===== config.mk =====
export PLATFORM = sky130hd
export DESIGN_NAME = cfm_poll_master
export DESIGN_NICKNAME = d
export VERILOG_FILES = /design/src/rtl/cfm_poll_pkg.sv /design/src/rtl/cfm_rx_byte.sv /design/src/rtl/cfm_poll_master.sv
export SDC_FILE = /design/constraint.sdc
export NUM_CORES = 1
export LEC_CHECK = 0
export CAP_MARGIN = 15
export CORE_MARGIN = 2
export CORE_UTILIZATION = 40
export CTS_CLUSTER_SIZE = 30
export DETAILED_ROUTE_END_ITERATION = 16
export PLACE_DENSITY = 0.64
export SLEW_MARGIN = 20
export SYNTH_ARGS = -nofsm -noshare
export SYNTH_HDL_FRONTEND = slang
export SYNTH_SLANG_ARGS = --single-unit

===== constraint.sdc =====
create_clock -name clk -period 2.34 [get_ports clk]
set_clock_uncertainty 0.1 [all_clocks]
set_input_delay 0.351 -clock clk [delete_from_list [all_inputs] [get_ports clk]]
set_output_delay 0.351 -clock clk [all_outputs]
set_load 0.01 [all_outputs]

===== src/rtl/cfm_poll_pkg.sv =====
// Shared types and constants for the CFM poll master and its UART receiver.
// Latency: n/a (declarations only).
// Backpressure: n/a (declarations only).
package cfm_poll_pkg;

    // Poll sequencer states
    typedef enum logic [2:0] {
        IDLE,
        TX_BIT,
        GAP,
        RX_WAIT,
        RX_BIT,
        FINISH
    } state_t;

    // Why the poll ended; selects which pulse fires in FINISH
    typedef enum logic [1:0] {
        FIN_DONE,
        FIN_TIMEOUT,
        FIN_FRAME
    } fin_t;

    // UART frame layout
    localparam logic START_BIT = 1'b0;
    localparam logic STOP_BIT  = 1'b1;
    localparam int   DATA_BITS = 8;

    // Default link timing
    localparam int DEF_BAUD_DIV = 16;
    localparam int DEF_RESP_LEN = 32;
    localparam int DEF_TIMEOUT  = 4096;
    localparam int DEF_TURN_GAP = 32;

endpackage


===== src/rtl/cfm_rx_byte.sv =====
// UART byte receiver: 2-flop rx synchroniser, start-edge detect, mid-bit sampling, stop check.
// Latency: result pulses in the cycle the stop bit is sampled (BAUD_DIV/2 + 9*BAUD_DIV after the edge).
// Backpressure: none; parent must consume byte_valid/frame_err/false_start in the pulse cycle.
//
// Ports:
//   clk, rst      system clock, synchronous active-low reset
//   rx            asynchronous serial input
//   enable        from parent FSM; low forces the receiver idle
//   start_seen    pulse: falling edge accepted, byte reception begins
//   false_start   pulse: start bit sampled high at mid-bit, reception abandoned
//   byte_valid    pulse: stop bit high, byte_data holds the received byte
//   frame_err     pulse: stop bit sampled low
//   byte_data     assembled byte, LSB received first
module cfm_rx_byte
    import cfm_poll_pkg::*;
#(
    parameter int BAUD_DIV = DEF_BAUD_DIV
) (
    input  logic       clk,
    input  logic       rst,
    input  logic       rx,
    input  logic       enable,
    output logic       start_seen,
    output logic       false_start,
    output logic       byte_valid,
    output logic       frame_err,
    output logic [7:0] byte_data
);

    localparam int              BW        = $clog2(BAUD_DIV);
    localparam logic [BW-1:0]   BAUD_LAST = BW'(BAUD_DIV - 1);
    // Loading this on the edge makes the first sample land BAUD_DIV/2 cycles later.
    localparam logic [BW-1:0]   HALF_LOAD = BW'(BAUD_DIV - BAUD_DIV / 2);
    localparam logic [3:0]      STOP_IDX  = 4'(DATA_BITS + 1);

    logic          rx_meta;
    logic          rx_sync;
    logic          rx_prev;
    logic          active;
    logic [BW-1:0] cnt;
    logic [3:0]    bit_idx;
    logic [7:0]    shreg;
    logic          sample;

    // Synchroniser resets to line-idle so reset never fakes a start edge.
    always_ff @(posedge clk) begin
        if (!rst) begin
            rx_meta <= 1'b1;
            rx_sync <= 1'b1;
            rx_prev <= 1'b1;
        end else begin
            rx_meta <= rx;
            rx_sync <= rx_meta;
            rx_prev <= rx_sync;
        end
    end

    assign sample      = active && (cnt == BAUD_LAST);
    assign start_seen  = enable && !active && rx_prev && !rx_sync;
    assign false_start = sample && (bit_idx == 4'd0) && (rx_sync != START_BIT);
    assign byte_valid  = sample && (bit_idx == STOP_IDX) && (rx_sync == STOP_BIT);
    assign frame_err   = sample && (bit_idx == STOP_IDX) && (rx_sync != STOP_BIT);
    assign byte_data   = shreg;

    always_ff @(posedge clk) begin
        if (!rst) begin
            active  <= 1'b0;
            cnt     <= '0;
            bit_idx <= '0;
            shreg   <= '0;
        end else if (!enable) begin
            active <= 1'b0;
        end else if (start_seen) begin
            active  <= 1'b1;
            cnt     <= HALF_LOAD;
            bit_idx <= '0;
        end else if (sample) begin
            cnt     <= '0;
            bit_idx <= bit_idx + 1'b1;
            if (bit_idx == 4'd0) begin
                if (rx_sync != START_BIT) begin
                    active <= 1'b0;
                end
            end else if (bit_idx != STOP_IDX) begin
                shreg <= {rx_sync, shreg[7:1]};
            end else begin
                active <= 1'b0;
            end
        end else if (active) begin
            cnt <= cnt + 1'b1;
        end
    end

endmodule


===== src/rtl/cfm_poll_master.sv =====
// CFM-side LCB poll initiator: send one command byte, turn the RS485 bus, collect a fixed-length answer.
// Latency: 10*BAUD_DIV TX cycles + TURN_GAP + answer time; result pulse one cycle after the last stop sample.
// Backpressure: none; start is accepted only when idle, answer bytes are never stalled.
//
// Optional feature macro: CFM_CHECKSUM_EN (last answer byte is XOR of the others; adds err_chk).
//
// Ports:
//   clk, rst                 80 MHz system clock, synchronous active-low reset
//   start, cmd               one-cycle poll request and its command byte
//   busy                     poll in progress (accepted start until result pulse)
//   tx, dirTX, dirRX         UART out (idle high), RS485 driver enable, receiver enable (active low)
//   rx                       asynchronous UART in
//   rd_addr, rd_data         answer buffer read port, 1-cycle registered
//   byte_cnt                 answer bytes stored in the current poll
//   done, err_timeout, err_frame, [err_chk]   one-cycle result pulses
module cfm_poll_master
    import cfm_poll_pkg::*;
#(
    parameter int BAUD_DIV = DEF_BAUD_DIV,
    parameter int RESP_LEN = DEF_RESP_LEN,
    parameter int TIMEOUT  = DEF_TIMEOUT,
    parameter int TURN_GAP = DEF_TURN_GAP
) (
    input  logic       clk,
    input  logic       rst,
    input  logic       start,
    input  logic [7:0] cmd,
    output logic       busy,
    output logic       tx,
    output logic       dirTX,
    output logic       dirRX,
    input  logic       rx,
    input  logic [4:0] rd_addr,
    output logic [7:0] rd_data,
    output logic [5:0] byte_cnt,
    output logic       done,
    output logic       err_timeout,
    output logic       err_frame
`ifdef CFM_CHECKSUM_EN
    ,
    output logic       err_chk
`endif
);

    localparam int            BW          = $clog2(BAUD_DIV);
    localparam int            GW          = $clog2(TURN_GAP);
    localparam int            TW          = $clog2(TIMEOUT);
    localparam logic [BW-1:0] BAUD_LAST   = BW'(BAUD_DIV - 1);
    localparam logic [GW-1:0] GAP_LAST    = GW'(TURN_GAP - 1);
    localparam logic [TW-1:0] TO_LAST     = TW'(TIMEOUT - 1);
    localparam logic [3:0]    TX_LAST_BIT = 4'(DATA_BITS + 1);
    localparam logic [5:0]    LAST_BYTE   = 6'(RESP_LEN - 1);
    localparam logic [5:0]    FULL_CNT    = 6'(RESP_LEN);

    state_t        state;
    state_t        state_nxt;
    fin_t          fin_reason;
    fin_t          fin_nxt;

    logic [BW-1:0] baud_cnt;
    logic [3:0]    bit_idx;
    logic [9:0]    tx_shift;
    logic [GW-1:0] gap_cnt;
    logic [TW-1:0] to_cnt;
    logic          baud_end;

    logic          rx_en;
    logic          start_seen;
    logic          false_start;
    logic          byte_valid;
    logic          frame_err;
    logic [7:0]    byte_data;
    logic          buf_we;

    logic [7:0]    resp_buf [32];

    assign baud_end = (baud_cnt == BAUD_LAST);
    // Kept outside the FSM block so the receiver's start_seen does not loop back through it.
    assign rx_en    = (state == RX_WAIT) || (state == RX_BIT);
    assign buf_we   = rst && (state == RX_BIT) && byte_valid && (byte_cnt != FULL_CNT);

    cfm_rx_byte #(
        .BAUD_DIV (BAUD_DIV)
    ) u_rx (
        .clk         (clk),
        .rst         (rst),
        .rx          (rx),
        .enable      (rx_en),
        .start_seen  (start_seen),
        .false_start (false_start),
        .byte_valid  (byte_valid),
        .frame_err   (frame_err),
        .byte_data   (byte_data)
    );

    always_ff @(posedge clk) begin
        if (!rst) begin
            state      <= IDLE;
            fin_reason <= FIN_DONE;
        end else begin
            state      <= state_nxt;
            fin_reason <= fin_nxt;
        end
    end

    // Next state and outputs; outputs decode registered state only, so none depends on start or rx.
    always_comb begin
        state_nxt   = state;
        fin_nxt     = fin_reason;
        busy        = 1'b0;
        dirTX       = 1'b0;
        tx          = 1'b1;
        done        = 1'b0;
        err_timeout = 1'b0;
        err_frame   = 1'b0;
        case (state)
            IDLE: begin
                if (start) begin
                    state_nxt = TX_BIT;
                end
            end
            TX_BIT: begin
                busy  = 1'b1;
                dirTX = 1'b1;
                tx    = tx_shift[0];
                if (baud_end && (bit_idx == TX_LAST_BIT)) begin
                    state_nxt = GAP;
                end
            end
            GAP: begin
                busy = 1'b1;
                if (gap_cnt == GAP_LAST) begin
                    state_nxt = RX_WAIT;
                end
            end
            RX_WAIT: begin
                busy = 1'b1;
                // An edge arriving on the last timeout cycle still wins.
                if (start_seen) begin
                    state_nxt = RX_BIT;
                end else if (to_cnt == TO_LAST) begin
                    state_nxt = FINISH;
                    fin_nxt   = FIN_TIMEOUT;
                end
            end
            RX_BIT: begin
                busy = 1'b1;
                if (frame_err) begin
                    state_nxt = FINISH;
                    fin_nxt   = FIN_FRAME;
                end else if (byte_valid) begin
                    if (byte_cnt == LAST_BYTE) begin
                        state_nxt = FINISH;
                        fin_nxt   = FIN_DONE;
                    end else begin
                        state_nxt = RX_WAIT;
                    end
                end else if (false_start) begin
                    state_nxt = RX_WAIT;
                end
            end
            FINISH: begin
                state_nxt   = IDLE;
                done        = (fin_reason == FIN_DONE);
                err_timeout = (fin_reason == FIN_TIMEOUT);
                err_frame   = (fin_reason == FIN_FRAME);
            end
            default: begin
                state_nxt = IDLE;
            end
        endcase
        dirRX = dirTX;
    end

    // TX shifter, turnaround gap, timeout counter and byte counter.
    always_ff @(posedge clk) begin
        if (!rst) begin
            baud_cnt <= '0;
            bit_idx  <= '0;
            tx_shift <= '1;
            gap_cnt  <= '0;
            to_cnt   <= '0;
            byte_cnt <= '0;
        end else begin
            case (state)
                IDLE: begin
                    if (start) begin
                        tx_shift <= {STOP_BIT, cmd, START_BIT};
                        baud_cnt <= '0;
                        bit_idx  <= '0;
                        byte_cnt <= '0;
                    end
                end
                TX_BIT: begin
                    gap_cnt <= '0;
                    if (baud_end) begin
                        baud_cnt <= '0;
                        bit_idx  <= bit_idx + 1'b1;
                        tx_shift <= {1'b1, tx_shift[9:1]};
                    end else begin
                        baud_cnt <= baud_cnt + 1'b1;
                    end
                end
                GAP: begin
                    gap_cnt <= gap_cnt + 1'b1;
                    to_cnt  <= '0;
                end
                RX_WAIT: begin
                    if (!start_seen) begin
                        to_cnt <= to_cnt + 1'b1;
                    end
                end
                RX_BIT: begin
                    // Counter is held here, so a false start resumes the same wait budget.
                    if (byte_valid && (byte_cnt != FULL_CNT)) begin
                        byte_cnt <= byte_cnt + 1'b1;
                        to_cnt   <= '0;
                    end
                end
                default: begin
                end
            endcase
        end
    end

    // Answer buffer survives reset; read returns pre-write data on an address collision.
    always_ff @(posedge clk) begin
        if (buf_we) begin
            resp_buf[byte_cnt[4:0]] <= byte_data;
        end
    end

    always_ff @(posedge clk) begin
        if (!rst) begin
            rd_data <= '0;
        end else begin
            rd_data <= resp_buf[rd_addr];
        end
    end

`ifdef CFM_CHECKSUM_EN
    logic [7:0] chk_acc;
    logic       chk_bad;

    always_ff @(posedge clk) begin
        if (!rst) begin
            chk_acc <= '0;
            chk_bad <= 1'b0;
        end else if ((state == IDLE) && start) begin
            chk_acc <= '0;
            chk_bad <= 1'b0;
        end else if (buf_we) begin
            if (byte_cnt == LAST_BYTE) begin
                chk_bad <= (byte_data != chk_acc);
            end else begin
                chk_acc <= chk_acc ^ byte_data;
            end
        end
    end

    assign err_chk = done && chk_bad;
`endif

endmodule


==> results of run 1 <==
## flip-flops by register name, indices dropped and copies added (netlist names), 2 cells and up
register and cells:
resp_buf 256, to_cnt 12, tx_shift 9, rd_data 8, u_rx.byte_data 8, byte_cnt 6
gap_cnt 5, baud_cnt 4, bit_idx 4, u_rx.bit_idx 4, u_rx.cnt 4, state 3
fin_reason 2
## layout make-up
type / instances / share of cell area, %
sequential: 329 / 56.0
multi-input combinational: 429 / 26.1
timing repair buffer: 113 / 7.53
clock buffer: 50 / 5.96
tap: 442 / 3.38
clock inverter: 14 / 0.766
inverter: 11 / 0.253
## logic make-up after synthesis
family / Yosys count / synth area share [%]
simple gates: 210 / 7.85
flops: 329 / 68.9
buf+inv: 53 / 1.57
fa+ha+maj: 14 / 1.32
compound gates: 104 / 5.19
mux: 95 / 14.7
xor+xnor: 6 / 0.396
## routing by layer
layer	up-vias	part of all wire, %	GRT usage (%)
met5	-	0.064	0
met4	2	1.7	4.44
met3	47	4.5	2.61
met2	162	48	27.3
met1	3780	46	24.2
li1	3449	-	-
## report_power, final
group / switching, mW / total [mW] / internal [mW]
registers: 0.0794 / 6.42 / 6.34
clock network: 2.24 / 5.28 / 3.04
logic: 0.868 / 1.66 / 0.791
total: 3.18 / 13.4 / 10.2
## path summary, 6_finish.rpt
check	from	end	cells past startpoint
min	rx	u_rx.rx_meta$_SDFF_PN1_	2
max reg2reg	u_rx.cnt[1]$_SDFFE_PN0P_	resp_buf[8][0]$_DFFE_PP_	6
min reg2reg	u_rx.rx_meta$_SDFF_PN1_	u_rx.rx_sync$_SDFF_PN1_	1
max	state[2]$_SDFFE_PN0P_	tx	5
## layout by cell type (no fill, tap or decap), types with 8 or more instances in the layout
cell / synthesis / layout
or4_1: 8 / 8
a22o_1: 8 / 8
buf_4: 1 / 50
mux4_2: 80 / 80
clkdlybuf4s50_1: 0 / 28
o21ai_0: 20 / 20
nand2_1: 44 / 40
dfxtp_1: 73 / 70
nand3b_1: 8 / 8
buf_12: 0 / 24
nand3_1: 14 / 14
nor2_1: 84 / 52
clkbuf_1: 29 / 12
a21oi_1: 32 / 32
nor2_4: 0 / 32
nand2b_1: 10 / 10
ha_1: 14 / 13
edfxtp_1: 256 / 256
mux2i_1: 14 / 14
clkbuf_16: 0 / 36
inv_1: 10 / 9
## worst max-delay path: cells and delay by family (launching register included)
family                 cells  cell delay, ns
buffers and inverters      3            0.51
DFF                        1            0.32
and+or+nand+nor            2            0.47
## cells in the mapped netlist, drive strengths merged (8+ instances only)
master and count:
ha 14, buf 13, nand2 44, or4 8, o21ai 22, nand3 14
edfxtp 256, inv 11, mux2i 14, nor2 84, nand2b 10, nand3b 8
mux4 80, dfxtp 73, clkbuf 29, a21oi 33, a22o 8
## repair_timing
| item | 4_1_cts | 5_1_grt |
|---|---|---|
| pin swaps | 0 | 17 |
| setup endpoints to repair | 15 | 222 |
| buffers inserted | 1 | 16 |
| resized for setup | 16 | 15 |
==> run metrics, run 1 <==
Max clock buf depth 3; CTS tree done; final setup fails 0; period utilisation layout 96.3%; I/O pin cnt 38; drc violations 0; row cnt 66; setup_tns 0 ns; First-pass DRT Iterations 5; Critical Path, Cell by Cell buf_6, or3b_4, inv_2, nand2b_1, dlygate4sd2_1; CTS sink cnt 329; area of the core ~33000 um2; Setup crit end kind output pin; ANT cells 0; Max Cap Violations 0; Post-synth EDFFs between 200 and 300; Leak between 5 and 6 nW; Yosys top cell by area edfxtp_1; worst hold margin just over 0.3 ns; hold_buf cts 0; Synth top area share about 58%; async set-reset flop share out of synthesis 0%; Die Span X about 190 um; fin. max-slew vios 0; Layout Cells excl Fill ~1400; htree depth 2; GPL Wtd Cong 0.755; Clock transition at path regs 0.06 ns; library cells used by synthesis 57; synthesized cell area ~13000 um2; routed length per instance about 20 um; initial antenna violation count 1; crit path max fanout 16; # fillers approximately 2700; grt total ovfl 0; pre-CTS WS -0.186 ns; Tot GR Track Use 16.9%; total power about 13 mW; total wire length approximately 28000 um; share of cells above drive strength 1 between 20% and 30%; Avg Cell Area, Syn about 16 um2; R2R Setup Slk around 0.11 ns; Vias approximately 7400; Fmax between 0.4 and 0.5 GHz; VDD IR-drop max 0.704 mV; TritonCTS Buffers 36; CP max-delay cell or3b_4; vias in the first global route approximately 7500; Min-Delay Path Class input pin to flip-flop; Worst Tran Pin Value just over 0.9 ns; Placement Cell Area 14900 um2; register bit count reported by yosys ~330; relative slew slack a little under two fifths; Die Height about 190 um; Mapped Cells about 810; remaining antenna violation count 0; slowest stage delay, CP 0.41 ns; CP arrival between 1.5 and 2 ns; PwrDens 818 nW/um2; Die ar. approximately 35000 um2; Synth area leaders edfxtp_1 (58%), mux4_2 (14%), dfxtp_1 (11%), nor2_1 (2.4%), ha_1 (1.3%); final instance area roughly 16000 um2; Synthesis Warnings 0; final hold vios 0; Initial Util slightly above 40%; synthesis-to-finish area growth 23.1%; crit path kind flip-flop to output pin; Tmin final about 2.3 ns; placed cells between 1000 and 1500; RSZ-0062 raised after global routing true; vias per cell 5.36; largest net degree at the start of global routing 37; fin util 50.1%; register area share after synthesis 68.9%; Clock Latency Late Sink 0.52 ns; post-synth net total ~840; first-pass GRT wire length around 44000 um; Multi-input gate area roughly 4300 um2; final worst slack between 0.08 and 0.09 ns; Post-synth top flop edfxtp_1; detailed placement HPWL between 15000 and 20000 um; outcome completed; buffers added on ports 37; CTS root buf clkbuf_16; crit path launch type flip-flop; Req. time, crit path around 1.9 ns; sequential cell area between 9000 and 10000 um2; Nets between 900 and 1000; DRT iter0 DRCs approximately 620
No activity file was read; power rests on OpenSTA's default activity.
==> run 2: changes to the inputs <==
--- a/config.mk
+++ b/config.mk
@@ -10,7 +10,8 @@
 export CORE_UTILIZATION = 40
 export CTS_CLUSTER_SIZE = 30
 export DETAILED_ROUTE_END_ITERATION = 16
-export PLACE_DENSITY = 0.64
+export DONT_BUFFER_PORTS = 1
+export PLACE_DENSITY = 0.62
 export SLEW_MARGIN = 20
 export SYNTH_ARGS = -nofsm -noshare
 export SYNTH_HDL_FRONTEND = slang
==> run metrics, run 2 (same netlist as run 1, synthesis figures left out) <==
fin. max-slew vios 0; worst hold margin 0.0159 ns; Initial Util between 40% and 50%; period utilisation layout 96.9%; relative slew slack about 36%; Critical R2R Launch u_rx.cnt[0]$_SDFFE_PN0P_; delay-heaviest family, CP simple AND/OR/NAND/NOR gates; Worst Min Path Start cmd[6]; Max clock buf depth 3; Critical Path, Cell by Cell ha_4, nand4_1, nor4_4, and3_4, nand2_8, nor2_4; placed cells between 1000 and 1500; CP max-delay cell and3_4; CP arrival around 2.3 ns; outcome completed; max reg flops around 260; PwrDens 842 nW/um2; TritonCTS Buffers 34; final instance area roughly 16000 um2; crit path kind flip-flop to flip-flop; RSZ-0062 raised after global routing true; htree depth 2; routed length per instance approximately 21 um; Worst Tran Pin Value about 0.96 ns; slowest stage delay, CP roughly 0.38 ns; cells on worst reg2reg path 6; vias in the first global route around 7100; I/O pin cnt 38; first-pass GRT wire length approximately 43000 um; buffers added on ports 0; r2r endpoint resp_buf[29][3]$_DFFE_PP_; Die Height 186 um; row cnt between 60 and 70; Vias around 7300; First-pass DRT Iterations 5; crit path max fanout 8; ANT cells 0; Nets ~890; drc violations 0; Hold Crit Endpoint tx_shift[7]$_SDFFE_PN1P_; total wire length around 28000 um; largest net degree at the start of global routing 65; commonest non-fill, non-tap cells in the layout edfxtp_1 (256), mux4_2 (80), dfxtp_1 (70), nor2_1 (52); total power around 13 mW; VDD IR-drop max 0.850 mV; GPL Wtd Cong around 0.8; synthesis-to-finish area growth 16.9%; Clock Latency Late Sink around 0.50 ns; DRT iter0 DRCs around 540; Tmin final about 2.3 ns; Tot GR Track Use approximately 17%; CTS root buf clkbuf_16; grt total ovfl 0; Setup crit end kind flip-flop; final hold vios 0; R2R Setup Slk 0.07 ns; vias per cell about 5.5; Die Span X approximately 190 um; CTS tree done; Req. time, crit path about 2.4 ns; Leak roughly 5 nW; crit path launch type flip-flop; initial antenna violation count 0; Layout Cells excl Fill 1321; share of cells above drive strength 1 about a quarter; final setup fails 0; commonest non-fill, non-tap cell in the layout edfxtp_1; detailed placement HPWL between 15000 and 20000 um; Min-Delay Path Class input pin to flip-flop; CTS sink cnt roughly 330; Clock transition at path regs about 0.06 ns; Min-Delay Path Depth 2; Die ar. approximately 35000 um2; Max Cap Violations 0; Placement Cell Area 14300 um2; remaining antenna violation count 0; WP buf/inv 0; area of the core roughly 33000 um2; Fmax approximately 0.44 GHz
==> run 2: cell count changes in the layout (fill, tap and decap cells not counted), sizes merged, moves of 2 or more <==
cell and change:
clkinv +7, dlygate4sd3 +8, dlygate4sd2 -3, clkdlybuf4s50 -28, bufinv +2, clkbuf -13, clkdlybuf4s15 -2, buf -38
==> run 2: report_power, final <==
| part | leakage, nW | internal, mW | switching [mW] |
|---|---|---|---|
| clock | 0.530 | 3.09 | 2.19 |
| combinational | 1.51 | 0.624 | 0.738 |
| sequential | 2.97 | 6.34 | 0.0876 |
| total | 5.01 | 10.0 | 3.02 |
==> run 2: worst max path at each step <==
| stage | from | to | slack, ns | cells past startpoint |
|---|---|---|---|---|
| floorplan | state[2]$_SDFFE_PN0P_ | resp_buf[19][0]$_DFFE_PP_ | -0.04 | 6 |
| global placement | state[0]$_SDFFE_PN0P_ | bit_idx[0]$_SDFFE_PN0P_ | 0.08 | 7 |
| detailed placement | u_rx.bit_idx[1]$_SDFFE_PN0P_ | resp_buf[8][5]$_DFFE_PP_ | 0.06 | 7 |
| CTS | state[1]$_SDFFE_PN0P_ | done | 0.03 | 4 |
| global route | u_rx.cnt[0]$_SDFFE_PN0P_ | resp_buf[29][3]$_DFFE_PP_ | -0.04 | 6 |
| finish | u_rx.cnt[0]$_SDFFE_PN0P_ | resp_buf[29][3]$_DFFE_PP_ | 0.07 | 6 |
==> run 2: through the flow <==
stage	TNS [ns]	utilization [%]	worst slack [ns]
6_report	0	47.6	0.0729
5_1_grt	-0.480	47.6	-0.0383
3_3_place_gp	0	43.7	0.0769
2_1_floorplan	-3.65	-	-0.0373
3_5_place_dp	0	43.7	0.0560
4_1_cts	0	47.4	0.0253
==> run 2: repair_timing <==
action                                  4_1_cts  5_1_grt
endpoints found under the setup margin        3      243
endpoints found under the hold margin        18        0
pin swaps                                     0        7
gates resized for setup                       5       12
buffers inserted                              1        1
hold buffers                                  8        0
==> run 2: layout make-up <==
type | instances | area, um2
clock buffer | 38 | 887
fill | 2777 | 17100
sequential | 329 | 9160
inverter | 11 | 41.3
tap | 442 | 553
clock inverter | 23 | 208
timing repair buffer | 49 | 399
multi-input combinational | 429 | 4270
==> run 2: routing by layer <==
metal  track usage [%]  routed length [um]  part of all wire [%]
met5                 0                   0                     0
met4              4.28                 520                   1.8
met3              4.13                2060                   7.3
met2              26.0               13000                    46
met1              24.4               12700                    45
==> run 3: changes to the inputs <==
--- a/config.mk
+++ b/config.mk
@@ -5,7 +5,8 @@
 export SDC_FILE = /design/constraint.sdc
 export NUM_CORES = 1
 export LEC_CHECK = 0
-export CAP_MARGIN = 15
+export ABC_AREA = 1
+export CAP_MARGIN = 10
 export CORE_MARGIN = 2
 export CORE_UTILIZATION = 40
 export CTS_CLUSTER_SIZE = 30
==> run metrics, run 3 <==
CP endpoint resp_buf[9][3]$_DFFE_PP_; library cells used by synthesis 36; VDD IR-drop max ~0.61 mV; area of the core ~35000 um2; htree depth 2; drc violations 0; Min-Delay Path Class input pin to flip-flop; Multi-input gate area roughly 4600 um2; first-pass GRT wire length 54500 um; post-synth net total 1456; Synthesis Warnings 0; Synth area leaders edfxtp_1 (54%), nand2_1 (11%), dfxtp_1 (10%), nand3_1 (7.6%), nor2_1 (3.6%); TritonCTS Buffers 36; fin. max-slew vios 0; crit path kind flip-flop to flip-flop; synthesized cell area roughly 14000 um2; pre-CTS WS about 0.020 ns; register area share after synthesis about 64%; crit path launch type flip-flop; r2r endpoint resp_buf[9][3]$_DFFE_PP_; Max Cap Violations 0; commonest non-fill, non-tap cells in the layout nand2_1 (424), edfxtp_1 (256), nand3_1 (217), nor2_1 (120), dfxtp_1 (71); slowest stage delay, CP ~0.36 ns; Crit path depth 11; First-pass DRT Iterations 5; Die ar. ~37000 um2; grt total ovfl 0; Die Height 192 um; RSZ-0062 raised after global routing true; sequential cell area 9150 um2; Post-synth EDFFs 256; GPL Wtd Cong 0.853; Initial Util about 40%; final hold vios 0; I/O pin cnt 38; Avg Cell Area, Syn roughly 10 um2; Die Span X a little under 200 um; final setup fails 0; remaining antenna violation count 0; Max clock buf depth 3; Post-synth top flop edfxtp_1; Yosys top cell by area edfxtp_1; ANT cells 0; CTS root buf clkbuf_16; Worst Tran Pin Value between 0.5 and 0.6 ns; share of cells above drive strength 1 around an eighth; vias per cell 5.22; async set-reset flop share out of synthesis 0%; Sequential Power Share approximately half; cells on worst reg2reg path 11; detailed placement HPWL between 20000 and 25000 um; DRT iter0 DRCs just under 1000; Critical R2R Launch u_rx.cnt[1]$_SDFFE_PN0P_; CTS tree done; Net Sw Power between 3 and 4 mW; Setup crit end kind flip-flop; Post-synth top cells nand2_1 (424), edfxtp_1 (256), nand3_1 (217); clock share of power between 40% and 50%; Tmin final between 2 and 2.5 ns; synthesis-to-finish area growth 15.5%; crit path max fanout 8; largest net degree at the start of global routing 130; count leader, synth nand2_1; Tot GR Track Use 19.3%; critical path startpoint u_rx.cnt[1]$_SDFFE_PN0P_; Clock transition at path regs approximately 0.060 ns; CTS sink cnt 329; max reg flops about 260; CP max-delay cell dfxtp_1; Logic pwr share between 10% and 20%; row cnt 69; outcome completed; internal power roughly 9.8 mW; Nets ~1500; Clock Latency Late Sink ~0.53 ns; delay-heaviest family, CP simple AND/OR/NAND/NOR gates; relative slew slack between 60% and 70%; Vias between 10000 and 15000; final worst slack 0.110 ns; period utilisation layout 95.3%; routed length per instance approximately 18 um; R2R Setup Slk about 0.11 ns; Mapped Cells between 1000 and 1500; switching part of the total between 20% and 30%; Leak about 6.4 nW; CP arrival 2.38 ns; Worst Min Path Start rd_addr[3]; vias in the first global route 9821; WP buf/inv 2; Fmax roughly 0.45 GHz; commonest non-fill, non-tap cell in the layout nand2_1; buffers added on ports 0; fin util about 46%; PwrDens slightly below 800 nW/um2; initial antenna violation count 0; # fillers ~3200; Synth top area share a little over half; Critical Path, Cell by Cell ha_1, nand2_1, nor2_4, nand3_2, nor2_4, nand2_4, nor2_8, buf_4, nand2_8, nor2_1, buf_4; register bit count reported by yosys about 330; Req. time, crit path roughly 2.5 ns; total wire length around 35000 um
run 3: cell types whose count changed after synthesis, sizes merged, moves of 15 or more:
| cell | before | now |
|---|---|---|
| o21ai | 22 | 41 |
| a21oi | 33 | 48 |
| mux4 | 80 | 0 |
| nand3 | 14 | 221 |
| o211ai | 2 | 23 |
| inv | 11 | 65 |
| buf | 13 | 42 |
| nor2 | 84 | 145 |
| nand2 | 44 | 439 |
run 3: worst reg2reg max path, cell delays in order (launching register included):
cell	delay, ns
dfxtp_1	0.36
ha_1	0.18
nand2_1	0.11
nor2_4	0.13
nand3_2	0.12
nor2_4	0.16
nand2_4	0.09
nor2_8	0.14
buf_4	0.15
nand2_8	0.10
nor2_1	0.12
buf_4	0.19
run 3: power groups by stage:
stage	sequential [mW]	combinational [mW]	clock, mW
6_report	6.42	1.32	5.31
5_1_grt	6.43	1.49	5.67
3_5_place_dp	6.54	1.28	0
4_1_cts	6.41	1.33	5.42
3_3_place_gp	6.53	1.25	0
2_1_floorplan	6.49	1.15	0
run 3: cells by family (layout without fill, tap and decap cells):
| kind of cell | count (synthesis) | in the layout | synth area share, % |
|---|---|---|---|
| compound gates | 120 | 120 | 4.84 |
| xor+xnor | 7 | 7 | 0.432 |
| fa+ha+maj | 14 | 14 | 1.23 |
| buf+inv | 134 | 211 | 4.08 |
| flops | 329 | 329 | 64.4 |
| simple gates | 821 | 821 | 25.0 |
run 3: layer usage:
metal	up-vias	share of wire, %	GRT usage (%)	wire length [um]
li1	4957	-	-	-
met1	4890	44	26.3	15200
met2	344	46	30.7	16000
met3	65	7.5	3.71	2610
met4	0	2.9	6.78	1010
met5	-	0	0	0
run 3: final cells by class:
| class | instances | share of cell area [%] |
|---|---|---|
| sequential | 329 | 55.8 |
| multi-input combinational | 962 | 27.9 |
| clock buffer | 52 | 6.04 |
| timing repair buffer | 81 | 4.51 |
| tap | 461 | 3.52 |
| inverter | 66 | 1.53 |
| clock inverter | 12 | 0.686 |
run 3: repair_timing:
action | in CTS | in global routing
pin swaps | 0 | 4
resized for setup | 0 | 38
endpoints found under the hold margin | 47 | 0
buffers inserted | 0 | 7
endpoints found under the setup margin | 9 | 257
hold buffers | 15 | 0
run 3: per-stage QoR:
step / TNS, ns / area, um2 / hold slack [ns] / std cells / power [mW]
4_1_cts: -0.0881 / 16200 / 0.00281 / 1956 / 13.2
5_1_grt: -0.796 / 16400 / 0.0389 / 1963 / 13.6
6_report: 0 / 16400 / 0.0265 / 1963 / 13.0
3_3_place_gp: 0 / 14900 / 0.324 / 1877 / 7.79
3_5_place_dp: 0 / 14900 / 0.311 / 1877 / 7.81
2_1_floorplan: 0 / 14200 / 0.293 / 1425 / 7.64
run 3: worst min path at each step:
| stage | end | slack [ns] | cells past startpoint |
|---|---|---|---|
| after detailed placement | u_rx.rx_sync$_SDFF_PN1_ | 0.31 | 1 |
| after global routing | rd_data[5]$_SDFF_PN0_ | 0.04 | 4 |
| after global placement | u_rx.rx_sync$_SDFF_PN1_ | 0.32 | 1 |
| after CTS | rd_data[5]$_SDFF_PN0_ | 0.003 | 4 |
| after floorplan | u_rx.rx_sync$_SDFF_PN1_ | 0.29 | 1 |
| final | rd_data[0]$_SDFF_PN0_ | 0.03 | 4 |
